[src/rtl/led_seq_pkg.sv]
// Shared types and helpers for the LED pattern sequencer: playback modes,
// controller states and the power-up pattern RAM contents.
package led_seq_pkg;

  typedef enum logic [1:0] {
    MODE_LOOP     = 2'd0,
    MODE_PINGPONG = 2'd1,
    MODE_ONESHOT  = 2'd2,
    MODE_FREEZE   = 2'd3
  } mode_e;

  typedef enum logic [1:0] {
    IDLE = 2'd0,
    RUN  = 2'd1,
    HOLD = 2'd2
  } state_e;

  localparam int PAT_MAX_W = 64;

  // Walking-one default: entry i lights LED (i mod width).
  function automatic logic [PAT_MAX_W-1:0] default_pattern(input int i, input int width);
    return {{(PAT_MAX_W-1){1'b0}}, 1'b1} << (i % width);
  endfunction

endpackage

[src/rtl/led_step_prescaler.sv]
// Step-rate prescaler: counts clock cycles while running and enabled and
// fires tick every max(div,1) cycles; clear restarts the count.
module led_step_prescaler #(
  parameter int DIV_W = 16
) (
  input  logic             clk,
  input  logic             rst_n,
  input  logic             clear,
  input  logic             run,
  input  logic             en,
  input  logic [DIV_W-1:0] div,
  output logic             tick
);

  logic [DIV_W-1:0] cnt;
  logic [DIV_W-1:0] div_m1;

  // A shrinking divisor can leave cnt above the new limit; >= fires at once.
  always_comb begin
    div_m1 = (div == '0) ? '0 : div - DIV_W'(1);
    tick   = run && en && (cnt >= div_m1);
  end

  always_ff @(posedge clk or negedge rst_n) begin
    if (!rst_n) begin
      cnt <= '0;
    end else if (clear || tick) begin
      cnt <= '0;
    end else if (run && en) begin
      cnt <= cnt + DIV_W'(1);
    end
  end

endmodule

[src/rtl/led_pattern_seq.sv]
// LED pattern sequencer: plays a writable DEPTH x WIDTH pattern RAM onto leds
// in loop, ping-pong, one-shot or freeze mode. Define LED_PWM_EN to add brightness PWM.
module led_pattern_seq
  import led_seq_pkg::*;
#(
  parameter int WIDTH = 5,
  parameter int DEPTH = 21,
  parameter int DIV_W = 16,
  localparam int AW = (DEPTH > 1) ? $clog2(DEPTH) : 1
) (
  input  logic             clk,
  input  logic             rst_n,
  input  logic             en,
  input  logic             start,
  input  logic [1:0]       mode,
  input  logic [DIV_W-1:0] div,
  input  logic             wr_en,
  input  logic [AW-1:0]    wr_addr,
  input  logic [WIDTH-1:0] wr_data,
  input  logic [3:0]       bright,
  output logic [WIDTH-1:0] leds,
  output logic [AW-1:0]    ptr,
  output logic             busy,
  output logic             done,
  output state_e           dbg_state
);

  localparam logic [AW-1:0] LAST = AW'(DEPTH - 1);

  state_e           state_q, state_d;
  logic [AW-1:0]    ptr_q, ptr_d;
  logic             dir_down_q, dir_down_d;
  logic             done_d;
  logic             tick;
  logic             wr_hit;
  logic [WIDTH-1:0] rd_word;
  logic [WIDTH-1:0] led_word;
  logic [WIDTH-1:0] ram_word [DEPTH];

  assign wr_hit = wr_en && ({{(32-AW){1'b0}}, wr_addr} < 32'(DEPTH));

  // Pattern RAM is never reset; each entry powers up with the default pattern.
  for (genvar gi = 0; gi < DEPTH; gi++) begin : g_ram
    logic [WIDTH-1:0] word_q = WIDTH'(default_pattern(gi, WIDTH));
    always_ff @(posedge clk) begin
      if (wr_hit && (wr_addr == AW'(gi))) begin
        word_q <= wr_data;
      end
    end
    assign ram_word[gi] = word_q;
  end

  // Same-cycle write to the displayed entry bypasses the array.
  assign rd_word = (wr_hit && (wr_addr == ptr_q)) ? wr_data : ram_word[ptr_q];

`ifdef LED_PWM_EN
  logic [3:0] pwm_q;
  always_ff @(posedge clk or negedge rst_n) begin
    if (!rst_n) pwm_q <= '0;
    else        pwm_q <= pwm_q + 4'd1;
  end
  assign led_word = rd_word & {WIDTH{(pwm_q < bright)}};
`else
  logic unused_bright;
  assign unused_bright = ^bright;
  assign led_word      = rd_word;
`endif

  led_step_prescaler #(.DIV_W(DIV_W)) u_prescaler (
    .clk   (clk),
    .rst_n (rst_n),
    .clear (start),
    .run   (state_q == RUN),
    .en    (en),
    .div   (div),
    .tick  (tick)
  );

  always_comb begin
    state_d    = state_q;
    ptr_d      = ptr_q;
    dir_down_d = dir_down_q;
    done_d     = 1'b0;
    if (start) begin
      state_d    = RUN;
      ptr_d      = '0;
      dir_down_d = 1'b0;
    end else if ((state_q == RUN) && tick) begin
      case (mode_e'(mode))
        MODE_LOOP: begin
          dir_down_d = 1'b0;
          ptr_d      = (ptr_q == LAST) ? '0 : ptr_q + AW'(1);
        end
        MODE_PINGPONG: begin
          // Endpoints are turned on, not repeated: the reversing step moves away.
          if (DEPTH == 1) begin
            ptr_d = '0;
          end else if (!dir_down_q) begin
            if (ptr_q == LAST) begin
              dir_down_d = 1'b1;
              ptr_d      = ptr_q - AW'(1);
            end else begin
              ptr_d = ptr_q + AW'(1);
            end
          end else begin
            if (ptr_q == '0) begin
              dir_down_d = 1'b0;
              ptr_d      = ptr_q + AW'(1);
            end else begin
              ptr_d = ptr_q - AW'(1);
            end
          end
        end
        MODE_ONESHOT: begin
          dir_down_d = 1'b0;
          if (ptr_q == LAST) begin
            done_d  = 1'b1;
            state_d = HOLD;
          end else begin
            ptr_d = ptr_q + AW'(1);
          end
        end
        default: begin
        end
      endcase
    end
  end

  always_ff @(posedge clk or negedge rst_n) begin
    if (!rst_n) begin
      state_q    <= IDLE;
      ptr_q      <= '0;
      dir_down_q <= 1'b0;
      done       <= 1'b0;
      leds       <= '0;
    end else begin
      state_q    <= state_d;
      ptr_q      <= ptr_d;
      dir_down_q <= dir_down_d;
      done       <= done_d;
      leds       <= (state_q == IDLE) ? '0 : led_word;
    end
  end

  assign ptr       = ptr_q;
  assign busy      = (state_q == RUN);
  assign dbg_state = state_q;

endmodule

[config.mk]
export PLATFORM = sky130hd
export DESIGN_NAME = led_pattern_seq
export DESIGN_NICKNAME = d
export VERILOG_FILES = /design/src/rtl/led_seq_pkg.sv /design/src/rtl/led_step_prescaler.sv /design/src/rtl/led_pattern_seq.sv
export SDC_FILE = /design/constraint.sdc
export NUM_CORES = 1
export LEC_CHECK = 0
export CORE_MARGIN = 2
export CORE_UTILIZATION = 50
export DETAILED_ROUTE_END_ITERATION = 8
export DONT_BUFFER_PORTS = 1
export PLACE_DENSITY_LB_ADDON = 0.12
export SKIP_CTS_REPAIR_TIMING = 1
export SYNTH_ARGS = -nofsm -noshare
export SYNTH_HDL_FRONTEND = slang
export SYNTH_SLANG_ARGS = --single-unit
[constraint.sdc]
create_clock -name clk -period 3.34 [get_ports clk]
set_clock_uncertainty 0.15 [all_clocks]
set_input_delay 1.002 -clock clk [delete_from_list [all_inputs] [get_ports clk]]
set_output_delay 1.002 -clock clk [all_outputs]
set_load 0.02 [all_outputs]
## After elaboration in Yosys (flattened, before gate mapping)

Cells that the tools add are included.

| word-level totals | value |
|---|---|
| logic and storage cells | 132 |
| input port bits | 37 |
| flip-flop bits (word level) | 135 |

| cells by class | value |
|---|---|
| add/subtract/negate cells | 4 |
| magnitude comparators | 3 |
| reduce and logical (&&, ||, !) cells | 42 |
| muxes and demuxes | 29 |
| bitwise gates (word level) | 1 |
| eq/ne operators | 26 |

Operator list:

| cell | count |
|---|---|
| $mux 5 | 11 |
| $mux 16 | 3 |
| $eq 5x4->1 const B | 8 |
| $eq 5x5->1 const B | 6 |
| $logic_and 1x1->1 | 26 |
| $bmux 5 s5 | 1 |
| $eq 5x3->1 const B | 4 |
| $add 16x1->16 const B | 1 |
| $ge 16x16->1 | 1 |
| $logic_not 16->1 | 1 |
| $sub 16x1->16 const B | 1 |
| $pmux 5 s3 | 1 |
| $eq 5x2->1 const B | 2 |
| $logic_not 5->1 | 2 |
| $mux 1 | 8 |
| $mux 2 | 4 |
| $reduce_bool 2->1 | 4 |
| $ge 6x6->1 const B | 1 |
| $not 5->6 | 1 |
| $reduce_and 3->1 | 2 |
| $add 5x1->5 const B | 1 |
| $eq 5x1->1 const B | 1 |
| $eq 5x5->1 | 1 |
| $lt 5x5->1 const B | 1 |
| other kinds (11) | 13 |

## Depth between registers and ports, before layout

Gate-level depths: netlist of the first run.

| logic depth | value |
|---|---|
| depth in word-level cells | 7 |
| mapped depth | 14 |
| depth with buffers taken out | 13 |

## Modules after synthesis

From an unflattened synthesis of the first run, not the netlist that was laid out.

| second synthesis, totals | value |
|---|---|
| cells, all modules | 533 |
| area total of the unflattened synthesis | 6713.9 um2 |

Modules (own cells, without submodules):

| module | cells an instance | sequential area each (um2) | instances | area each (um2) |
|---|---|---|---|---|
| led_pattern_seq | 354 | 3503.4 | 1 | 5210.0 |
| led_step_prescaler | 179 | 400.4 | 1 | 1503.9 |

## Least setup slack after synthesis of the first run

OpenSTA, ideal clock, no wires.

| path | value |
|---|---|
| path kind | input port to flip-flop |
| start | input port div[5] |
| end | register u_prescaler.cnt[3] |
| library setup time | 82 ps |
| stages | 11 |
| required time | 3108 ps |
| slack | -1156 ps |
| path buffers | 0 |
| arrival time | 4264 ps |
| cells stage by stage | or4_1 nor3_2 nand4_1 and2_1 ha_1 nand2b_4 a2111o_1 a2111oi_4 o31ai_2 or4_1 a31oi_1 |

| on the way | value |
|---|---|
| cells in the longest elaborated chain, start to end | 6 |
| elaborated cells on any way between the ends | 8 |

RTL lines:

| item | line | text |
|---|---|---|
| from (decl) | led_pattern_seq.sv:16 | `input logic [DIV_W-1:0] div,` |
| $sub 16x1->16 or $logic_not 16->1 (tied branches) | led_step_prescaler.sv:20 | `div_m1 = (div == '0) ? '0 : div - DIV_W'(1);` |
| $mux 16 * | led_step_prescaler.sv:20 |  |
| $ge 16x16->1 * | led_step_prescaler.sv:21 | `tick = run && en && (cnt >= div_m1);` |
| $logic_and 1x1->1 * | led_step_prescaler.sv:21 |  |
| $logic_or 1x1->1 * | led_step_prescaler.sv:27 | `end else if (clear \|\| tick) begin` |
| $mux 16 or $reduce_bool 2->1 (tied branches) | n/a |  |
| to (signal assigned) | led_step_prescaler.sv:30 | `cnt <= cnt + DIV_W'(1);` |
| to (decl) | led_step_prescaler.sv:15 | `logic [DIV_W-1:0] cnt;` |

Every way passes the cells marked *; elsewhere a longest branch is shown, timed or not.
A chain may end at the register's enable or synchronous reset.

## Worst setup path after layout of the first run

Same ends and word-level chain as after synthesis.

==> results of run 1 <==
## through the flow
step                worst slack, ns  utilization (%)  cell area (µm²)
floorplan                     -1.01                -             6750
global placement             -0.936             53.9             7080
detailed placement           -0.961             53.9             7080
CTS                          -0.540             58.5             7690
global route                 -0.651             60.3             7920
finish                       -0.474             60.3             7920
## worst max path at each step
stage          startpoint            endpoint  slack (ns)
2_1_floorplan      div[5]  u_prescaler.cnt[3]       -1.01
6_report           div[5]  u_prescaler.cnt[3]       -0.47
3_5_place_dp       div[5]  u_prescaler.cnt[3]       -0.96
4_1_cts            div[5]  u_prescaler.cnt[3]       -0.54
5_1_grt            div[5]  u_prescaler.cnt[2]       -0.65
3_3_place_gp       div[5]              ptr[2]       -0.94
## Yosys cell counts (2+ instances only)
cell / n / area [µm²]
edfxtp_1: 105 / 3150
nor2_1: 56 / 210
nand2_1: 38 / 143
dfrtp_1: 30 / 751
mux4_2: 26 / 586
ha_1: 25 / 313
xnor2_1: 18 / 158
a211oi_1: 17 / 128
inv_1: 17 / 63.8
a21oi_1: 16 / 80.1
nand3_1: 15 / 75.1
nor3_1: 13 / 65.1
clkbuf_1: 12 / 45.0
xor2_1: 12 / 105
nor2b_1: 11 / 68.8
o21ai_0: 8 / 40.0
nor4_1: 7 / 43.8
mux2i_1: 6 / 60.1
a31oi_1: 5 / 31.3
nand4_1: 5 / 31.3
a22o_1: 4 / 35.0
and3_1: 4 / 25.0
buf_2: 4 / 20.0
nand2b_1: 4 / 25.0
o21ai_1: 4 / 20.0
a21o_1: 3 / 22.5
buf_1: 3 / 11.3
nand3b_1: 3 / 22.5
nand4b_1: 3 / 26.3
o2111ai_1: 3 / 26.3
or2_2: 3 / 18.8
nor3_2: 2 / 20.0
o31ai_1: 2 / 15.0
or3_1: 2 / 12.5
or4_1: 2 / 15.0
## routing by layer
layer  part of all wire, %  vias up
met5                     0        -
met4                   1.6        0
met3                   5.7       27
met2                    50      126
met1                    43     2172
li1                      -     2010
## report_power, final
part | leakage [nW] | internal, W | switching (W)
registers | 1.35 | 0.00183 | 0.00000837
logic | 1.15 | 0.0000567 | 0.0000755
clock network | 0.291 | 0.00118 | 0.000724
total | 2.78 | 0.00307 | 0.000807
## registers in the layout, indices dropped and copies added, names as in the netlist
signal and count:
ptr 5, done 1, leds 5, dbg_state 2, g_ram.word_q 105, dir_down_q 1
u_prescaler.cnt 16
## placed cells by master (no fill, tap or decap), drive strengths merged, types with 16 or more instances in the layout
master	instances
buf	32
xnor2	18
clkbuf	18
inv	21
nor2	57
a211oi	17
mux4	26
nand2	38
ha	25
dfrtp	30
a21oi	16
edfxtp	105
## cell families after synthesis
group                    Yosys count  share of synthesized area [%]
multiplexers                      32                           9.65
AO/OA/AOI/OAI                     76                           8.10
XOR/XNOR                          30                           3.93
AND/OR/NAND/NOR                  175                           13.1
buffers and inverters             38                           2.26
flip-flops                       135                           58.3
adder cells (fa/ha/maj)           25                           4.67
## cell type report
cell class	count	area [µm²]
fillers	1026	5210
inverters	18	67.6
well taps	176	220
multi-input cells	339	2870
clock inverters	14	174
clock buffers	18	429
repair buffers	32	255
flip-flops and latches	135	3910
==> run_results.csv, run 1 <==
group,metric,value,unit
clock_tree,cts_root_buf,"clkbuf_16",
synthesis,avgSynthCellArea,13.1,µm²
clock_tree,cts.path.max_buffers,2,
synthesis,synth_warnings,0,
worst_setup_path,critPathMaxStageDelay,0.54,ns
sta,max_freq,262,MHz
clock_tree,clock-sinks,135,
clock_tree,path_clk_slew,0.06,ns
clock_tree,numCtsBuffers,17,
sta,tightest_slew,0.944,ns
routing,drt_wl_total,14.7,mm
sta,holdWs,0.126,ns
power_and_ir_drop,power,0.00388,W
die,die_area,0.0143,mm²
synthesis,ys_ff_latch,135,
sta,setup_ws,-0.474,ns
sta,slew-limit-headroom,37.1,%
worst_setup_path,crit_path_start_kind,"primary input",
global_routing,globalRouteMet1Util,28.4,%
die,row_count,42,
clock_tree,clock_latency,0.42,ns
sta,hold_viol_final,0,
worst_setup_path,worstPathMaxFanout,5,
worst_setup_path,critPathRequiredTime,3.53,ns
finish,drive_gt1_share,24.6,%
sta,period_minus_slack,3.81,ns
sta,rsz0062_at_grt,"true",
global_routing,antenna_found_initial,0,
worst_setup_path,critical_path_buf_inv_count,2,
worst_setup_path,crit_cells,14,
sta,finalSetupViolCount,25,
routing,vias,4335,
synthesis,synth_flop_cell,"edfxtp_1",
routing,post-route-drc-count,0,
worst_setup_path,r2r_setup_slack,0.52,ns
status,status,"complete, but fails checks",
global_routing,grt_max_degree,31,
worst_setup_path,timing.rr.end,"ptr[2]",
finish,diodes,0,
worst_setup_path,rr_worst_depth,8,
power_and_ir_drop,ir_drop,574,µV
routing,drt_iter0_markers,462,
placement,hpwl,9.88,mm
global_routing,grt_most_used_layer,"met2",
worst_setup_path,setup.worst_path.end_class,"flip-flop",
die,die_w,120,µm
synthesis,netlist_area,0.00669,mm²
clock_tree,cts_tree,"built",
worst_setup_path,worstSetupPathType,"primary input to flip-flop",
clock_tree,cts.htree.levels,4,
sta,slew_viol_final,0,
synthesis,ys_types,58,
worst_setup_path,crit_chain,"or4_4, nor3_4, buf_6, nand3_2, xnor2_1, nand2_1, ha_1, a21oi_1, o21ai_4, a2111oi_4, buf_4, o31ai_4, or4_1, a31oi_1",
die,fp.dieH,120,µm
routing,via_per_inst,5.92,
finish,areaGrowthSynthToFinish,18.4,%
status,violations,"negative setup slack",
placement,place.gp.congestion,0.811,
die,coreArea,0.0131,mm²
placement,placed_cells,695,
job,maxCapViolCount,0,
sta,fin_crit_sh,114,%
synthesis,async_reset_ff_share,22.2,%
worst_setup_path,arrival,4.00,ns
placement,portBuffers,0,
synthesis,syn_inst,511,
synthesis,synth_edf_count,105,
worst_setup_path,critPathTopFamily,"simple AND/OR/NAND/NOR gates",
finish,finalNetCount,605,
global_routing,use_met2,34.6,%
sta,tns,-9.71,ns
die,num_io_pins,51,
worst_setup_path,r2r_start,"ptr[0]",
routing,antenna_left,0,
routing,avgRoutedWirePerCell,20.0,µm
global_routing,grt_pass1_wl,22.9,mm
global_routing,grt_pass1_vias,4343,
synthesis,syn_nets,573,
worst_setup_path,crit_slowest_cell,"or4_4",
synthesis,ys_seq_area_share,58.3,%
global_routing,grtUsageTotal,21.4,%
routing,dr.pass1.iters,8,
finish,final_cells,732,
power_and_ir_drop,powerDensity,490,mW/mm²
hold_path,holdCritPathClass,"primary input to async pin",
die,start_util,50.9,%
global_routing,use_met3,5.94,%
global_routing,overflow,0,
power_and_ir_drop,leakagePower,2.78,nW
No activity file was read; power rests on OpenSTA's default activity.
==> inputs of run 2 (changes only) <==
--- a/config.mk
+++ b/config.mk
@@ -10,7 +10,6 @@
 export DETAILED_ROUTE_END_ITERATION = 8
 export DONT_BUFFER_PORTS = 1
 export PLACE_DENSITY_LB_ADDON = 0.12
-export SKIP_CTS_REPAIR_TIMING = 1
 export SYNTH_ARGS = -nofsm -noshare
 export SYNTH_HDL_FRONTEND = slang
 export SYNTH_SLANG_ARGS = --single-unit
==> run 2 against run 1 <==
  * The flow still finishes with violations (negative setup slack)
  * Final area fell by 1.2%
  * Routed wire length fell by 0.16%
  * First-iteration DRC count fell by 6.3%
  * Sequential power barely moved
  * Fmax fell by 0.51%
  * Combinational power fell by 4%
  * Power fell by 0.12%
  * Clock-buffer cell count did not move
==> run_results.csv, run 2 (synthesis gave the netlist of run 1 again) <==
group,metric,value,unit
status,status,"complete, but fails checks",
status,violations,"negative setup slack",
finish,stdcell_area,0.00783,mm²
job,maxCapViolCount,0,
finish,mostFrequentLayoutCell,"edfxtp_1",
sta,rsz0062_at_grt,"true",
worst_setup_path,arrival,4.02,ns
global_routing,grt_pass1_wl,23.3,mm
power_and_ir_drop,pwr-share-clk,49.2,%
finish,diodes,0,
worst_setup_path,startpoint,"div[5]",
placement,portBuffers,0,
routing,drt_wl_total,14.7,mm
sta,slew-limit-headroom,39.2,%
power_and_ir_drop,ir_drop,574,µV
clock_tree,path_clk_slew,0.06,ns
finish,n_fill_cell,1033,
sta,setup_ws,-0.493,ns
worst_setup_path,setup.worst_path.end_class,"flip-flop",
die,die_w,120,µm
clock_tree,numCtsBuffers,17,
finish,largestRegisters,"g_ram.word_q: 105 flops, u_prescaler.cnt: 16 flops",
worst_setup_path,worstPathMaxFanout,5,
power_and_ir_drop,power,0.00387,W
clock_tree,cts_root_buf,"clkbuf_16",
power_and_ir_drop,powerDensity,495,mW/mm²
placement,place.gp.congestion,0.811,
global_routing,grtUsageTotal,21.8,%
routing,post-route-drc-count,0,
worst_setup_path,crit_path_start_kind,"primary input",
routing,antenna_left,0,
sta,fin_crit_sh,115,%
finish,final_cell_mix,"105 x edfxtp_1, 47 x nor2_1, 38 x nand2_1",
worst_setup_path,critPathRequiredTime,3.53,ns
clock_tree,ctsHoldBuffers,0,
sta,period_minus_slack,3.83,ns
finish,multi_input_area,0.00280,mm²
clock_tree,cts.htree.levels,4,
die,row_count,42,
sta,tightest_slew,0.913,ns
finish,regMostFlops,"g_ram.word_q",
die,fp.dieH,120,µm
clock_tree,clock_latency,0.41,ns
routing,dr.pass1.iters,5,
placement,dpl_cell_area,0.00708,mm²
power_and_ir_drop,p_switching,0.000805,W
clock_tree,clock-sinks,135,
finish,finalNetCount,603,
global_routing,grt_max_degree,31,
finish,areaGrowthSynthToFinish,17.0,%
routing,via_per_inst,5.97,
power_and_ir_drop,leakagePower,2.77,nW
die,coreArea,0.0131,mm²
finish,largest_reg_flops,105,
die,die_area,0.0143,mm²
placement,pre_cts_ws,-0.961,ns
clock_tree,cts.path.max_buffers,2,
routing,avgRoutedWirePerCell,20.1,µm
hold_path,holdCritPathClass,"primary input to async pin",
power_and_ir_drop,pwr-share-comb,3.3,%
finish,drive_gt1_share,22.4,%
routing,drt_iter0_markers,433,
routing,vias,4358,
die,start_util,50.9,%
worst_setup_path,worstSetupPathType,"primary input to flip-flop",
placement,hpwl,9.88,mm
sta,slew_viol_final,0,
sta,finalSetupViolCount,25,
sta,hold_viol_final,0,
sta,max_freq,261,MHz
power_and_ir_drop,intPower,0.00307,W
power_and_ir_drop,power_frac_seq,47.5,%
clock_tree,cts_tree,"built",
global_routing,antenna_found_initial,0,
finish,ff_latch_area,0.00391,mm²
die,num_io_pins,51,
sta,holdWs,0.127,ns
global_routing,grt_pass1_vias,4373,
power_and_ir_drop,p_sw_share,20.8,%
global_routing,overflow,0,
worst_setup_path,r2r_start,"ptr[0]",
-- run 2: cell count changes in the layout (fill, tap and decap cells not counted), moves of 2 or more --
cell	delta
a21oi_1	+3
a21oi_2	-3
ha_1	+3
ha_4	-3
nand2_1	+2
nand2_2	-2
nand3_1	+2
nand3_2	-2
-- run 2: routing by layer --
layer  up-vias  global-route usage, %  part of all wire, %
met4         0                   6.40                  1.5
met3        23                   5.89                  7.1
met1      2173                   29.0                   42
li1       2008                      -                    -
met5         -                      0                    0
met2       154                   35.4                   50
-- run 2: stage by stage --
stage	util [%]	setup TNS [ns]	instances
floorplan	-	-22.10	511
global placement	53.9	-20.98	695
detailed placement	53.9	-22.30	695
CTS	59.2	-10.19	729
global route	59.6	-14.20	730
finish	59.6	-10.21	730
-- run 2: timing repair --
item / 4_1_cts / 5_1_grt
hold endpoints to repair: 0 / 0
pin swaps: 10 / 1
cloned: 1 / 0
setup buffers: 1 / 1
resized for setup: 15 / 13
setup endpoints to repair: 25 / 25
-- run 2: worst max-delay path, cell delays in order --
cell and delay [ns]:
or4_4 0.54, nor3_4 0.14, buf_4 0.15, nand3_1 0.13, xnor2_1 0.17, nand2_1 0.08, ha_1 0.31, a21oi_1 0.26
o21ai_4 0.12, a2111oi_4 0.30, buf_4 0.18, o31ai_4 0.08, or4_1 0.41, a31oi_1 0.14
-- run 2: path summary, 6_finish.rpt --
path	slack (ns)	to	cells after the start
setup / recovery	-0.49	u_prescaler.cnt[3]	14
hold / removal	0.13	leds[2]	0
setup reg to reg	0.49	ptr[2]	8
hold reg to reg	0.42	u_prescaler.cnt[15]	2
max in group asynchronous	2.83	ptr[0]	0
min in group clk	0.42	u_prescaler.cnt[15]	2
-- run 2: cell type report --
type                            instances  share of cell area (%)
Timing Repair Buffer                   30                    3.02
Clock buffer                           18                    5.48
Inverter                               18                   0.863
Multi-Input combinational cell        339                    35.8
Sequential cell                       135                    49.9
Clock inverter                         14                    2.22
Tap cell                              176                    2.81
-- run 2: power by group through the flow --
stage                     registers (W)  clock network, W  logic [W]
after CTS                       0.00184           0.00193   0.000126
after global placement          0.00187                 0   0.000117
final                           0.00184           0.00191   0.000127
after global routing            0.00184           0.00202   0.000142
after detailed placement        0.00188                 0   0.000120
after floorplan                 0.00187                 0  0.0000943
==> inputs of run 3 (changes only) <==
--- a/config.mk
+++ b/config.mk
@@ -9,7 +9,7 @@
 export CORE_UTILIZATION = 50
 export DETAILED_ROUTE_END_ITERATION = 8
 export DONT_BUFFER_PORTS = 1
-export PLACE_DENSITY_LB_ADDON = 0.12
+export PLACE_DENSITY = 0.65
 export SYNTH_ARGS = -nofsm -noshare
 export SYNTH_HDL_FRONTEND = slang
 export SYNTH_SLANG_ARGS = --single-unit
==> constraint.sdc (replaced) <==
create_clock -name clk -period 3.3 [get_ports clk]
set_clock_uncertainty 0.15 [all_clocks]
set_input_delay 0.99 -clock clk [delete_from_list [all_inputs] [get_ports clk]]
set_output_delay 0.99 -clock clk [all_outputs]
set_load 0.02 [all_outputs]
==> run 3 against run 2 <==
  * The run still ends with negative setup slack left
  * Register-to-register slack barely moved
  * Routed wire length shrank 3.2%
  * Global-route usage shrank 0.27 points
  * Utilization down 0.58 points
  * Sequential share of layout area up 0.49 points
  * Power down 2.1%
  * Final cell count decreased by 0.55%
  * Worst hold slack got worse by 0.014 ns
  * Critical endpoint unchanged
  * Largest cell class unchanged
  * Largest power group is now sequential cells
==> run_results.csv, run 3 (synthesis gave the netlist of run 1 again) <==
group,metric,value,unit
sta,hold_viol_final,0,
global_routing,grtUsageTotal,21.5,%
worst_setup_path,arrival,4.03,ns
worst_setup_path,worstSetupPathType,"primary input to flip-flop",
die,coreArea,0.0131,mm²
routing,drt_wl_total,14.2,mm
power_and_ir_drop,powerDensity,489,mW/mm²
global_routing,grt_max_degree,31,
die,num_io_pins,51,
global_routing,antenna_found_initial,1,
power_and_ir_drop,ir_drop,745,µV
finish,largestRegisters,"g_ram.word_q: 105 flops, u_prescaler.cnt: 16 flops",
finish,drive_gt1_share,21.3,%
placement,place.gp.congestion,0.876,
power_and_ir_drop,power,0.00379,W
routing,avgRoutedWirePerCell,19.5,µm
sta,finalSetupViolCount,25,
finish,final_cell_mix,"105 x edfxtp_1, 50 x nor2_1, 38 x nand2_1",
sta,holdWs,0.113,ns
power_and_ir_drop,p_sw_share,20.5,%
sta,fin_crit_sh,116,%
sta,tightest_slew,0.900,ns
clock_tree,clock-sinks,135,
routing,drt_iter0_markers,334,
status,status,"complete, but fails checks",
placement,placed_cells,693,
finish,areaGrowthSynthToFinish,15.9,%
worst_setup_path,critPathRequiredTime,3.49,ns
placement,hpwl,10.1,mm
finish,multi_input_area,0.00278,mm²
global_routing,grt_pass1_vias,4488,
placement,portBuffers,0,
finish,mostFrequentLayoutCell,"edfxtp_1",
die,die_w,120,µm
finish,finalNetCount,601,
clock_tree,ctsHoldBuffers,0,
finish,stdcell_area,0.00776,mm²
die,row_count,42,
global_routing,grt_pass1_wl,23.2,mm
power_and_ir_drop,pwr-share-clk,47.5,%
power_and_ir_drop,intPower,0.00301,W
sta,slew-limit-headroom,40.0,%
finish,regMostFlops,"g_ram.word_q",
finish,ff_latch_area,0.00391,mm²
clock_tree,cts.path.max_buffers,2,
routing,vias,4217,
status,violations,"negative setup slack",
finish,n_fill_cell,1036,
clock_tree,clock_latency,0.42,ns
sta,slew_viol_final,0,
sta,max_freq,261,MHz
clock_tree,numCtsBuffers,17,
worst_setup_path,worstPathMaxFanout,3,
finish,diodes,0,
routing,via_per_inst,5.81,
clock_tree,cts_tree,"built",
sta,period_minus_slack,3.84,ns
die,fp.dieH,120,µm
power_and_ir_drop,leakagePower,2.74,nW
clock_tree,cts_root_buf,"clkbuf_16",
finish,largest_reg_flops,105,
routing,post-route-drc-count,0,
job,maxCapViolCount,0,
die,die_area,0.0143,mm²
sta,setup_ws,-0.537,ns
global_routing,overflow,0,
worst_setup_path,setup.worst_path.end_class,"flip-flop",
routing,dr.pass1.iters,6,
power_and_ir_drop,power_frac_seq,49.2,%
hold_path,holdCritPathClass,"primary input to async pin",
worst_setup_path,crit_path_start_kind,"primary input",
finish,final_cells,726,
placement,dpl_cell_area,0.00707,mm²
power_and_ir_drop,pwr-share-comb,3.3,%
power_and_ir_drop,p_switching,0.000777,W
routing,antenna_left,0,
clock_tree,cts.htree.levels,4,
clock_tree,path_clk_slew,0.06,ns
die,start_util,50.9,%
sta,rsz0062_at_grt,"true",
placement,pre_cts_ws,-1.06,ns
## run 3: changes by cell type in the layout (fill, tap and decap cells not counted), sizes merged
| cell | before | now |
|---|---|---|
| bufinv | 3 | 2 |
| clkbuf | 18 | 19 |
| buf | 30 | 28 |
| clkinv | 6 | 4 |
| inv | 21 | 19 |
| clkinvlp | 2 | 4 |
## run 3: cell type report
class | count | share of cell area [%]
sequential | 135 | 50.3
timing repair buffer | 28 | 2.86
clock inverter | 11 | 1.63
inverter | 18 | 0.871
tap | 176 | 2.84
clock buffer | 19 | 5.58
multi-input combinational | 339 | 35.9
## run 3: path summary, 6_finish.rpt
| path | startpoint | end | slack (ns) | depth (start not counted) |
|---|---|---|---|---|
| worst max-delay path | div[5] | u_prescaler.cnt[3] | -0.54 | 12 |
| worst min-delay path | rst_n | u_prescaler.cnt[4] | 0.11 | 0 |
| worst max register to register | ptr[0] | ptr[1] | 0.50 | 7 |
| worst min register to register | u_prescaler.cnt[15] | u_prescaler.cnt[15] | 0.44 | 2 |
| max in group asynchronous | rst_n | ptr[0] | 2.80 | 0 |
| min in group clk | u_prescaler.cnt[15] | u_prescaler.cnt[15] | 0.44 | 2 |
## run 3: per-layer routing
layer	vias to the layer above	wire [µm]	share of wire (%)	GRT usage, %
li1	1997	-	-	-
met1	2069	5880	41	26.6
met2	128	7050	50	35.4
met3	21	989	7.0	7.51
met4	2	257	1.8	7.28
met5	-	13	0.092	0
## run 3: critical path, cell delays in order
cell	delay, ns
or4_4	0.54
nor3_4	0.14
nand4_1	0.15
and2_1	0.18
ha_1	0.27
nand2b_4	0.14
a2111o_1	0.45
a2111oi_4	0.36
buf_4	0.18
o31ai_4	0.08
or4_1	0.41
a31oi_1	0.14
## run 3: power groups by stage
stage	clock network (W)	logic [W]	registers, W
6_report	0.00180	0.000127	0.00186
2_1_floorplan	0	0.0000955	0.00190
5_1_grt	0.00190	0.000142	0.00187
3_3_place_gp	0	0.000117	0.00190
4_1_cts	0.00182	0.000128	0.00186
3_5_place_dp	0	0.000121	0.00190
## run 3: repair_timing
action | 4_1_cts | 5_1_grt
gates cloned | 1 | 0
endpoints found under the setup margin | 25 | 25
resized for setup | 20 | 5
endpoints found under the hold margin | 0 | 0
setup buffers | 2 | 0
pin swaps | 10 | 7
## run 3: metrics by stage
step	util, %	setup TNS [ns]
floorplan	-	-22.80
global placement	53.8	-21.47
detailed placement	53.8	-24.56
CTS	58.8	-11.27
global route	59.0	-13.47
finish	59.0	-11.05
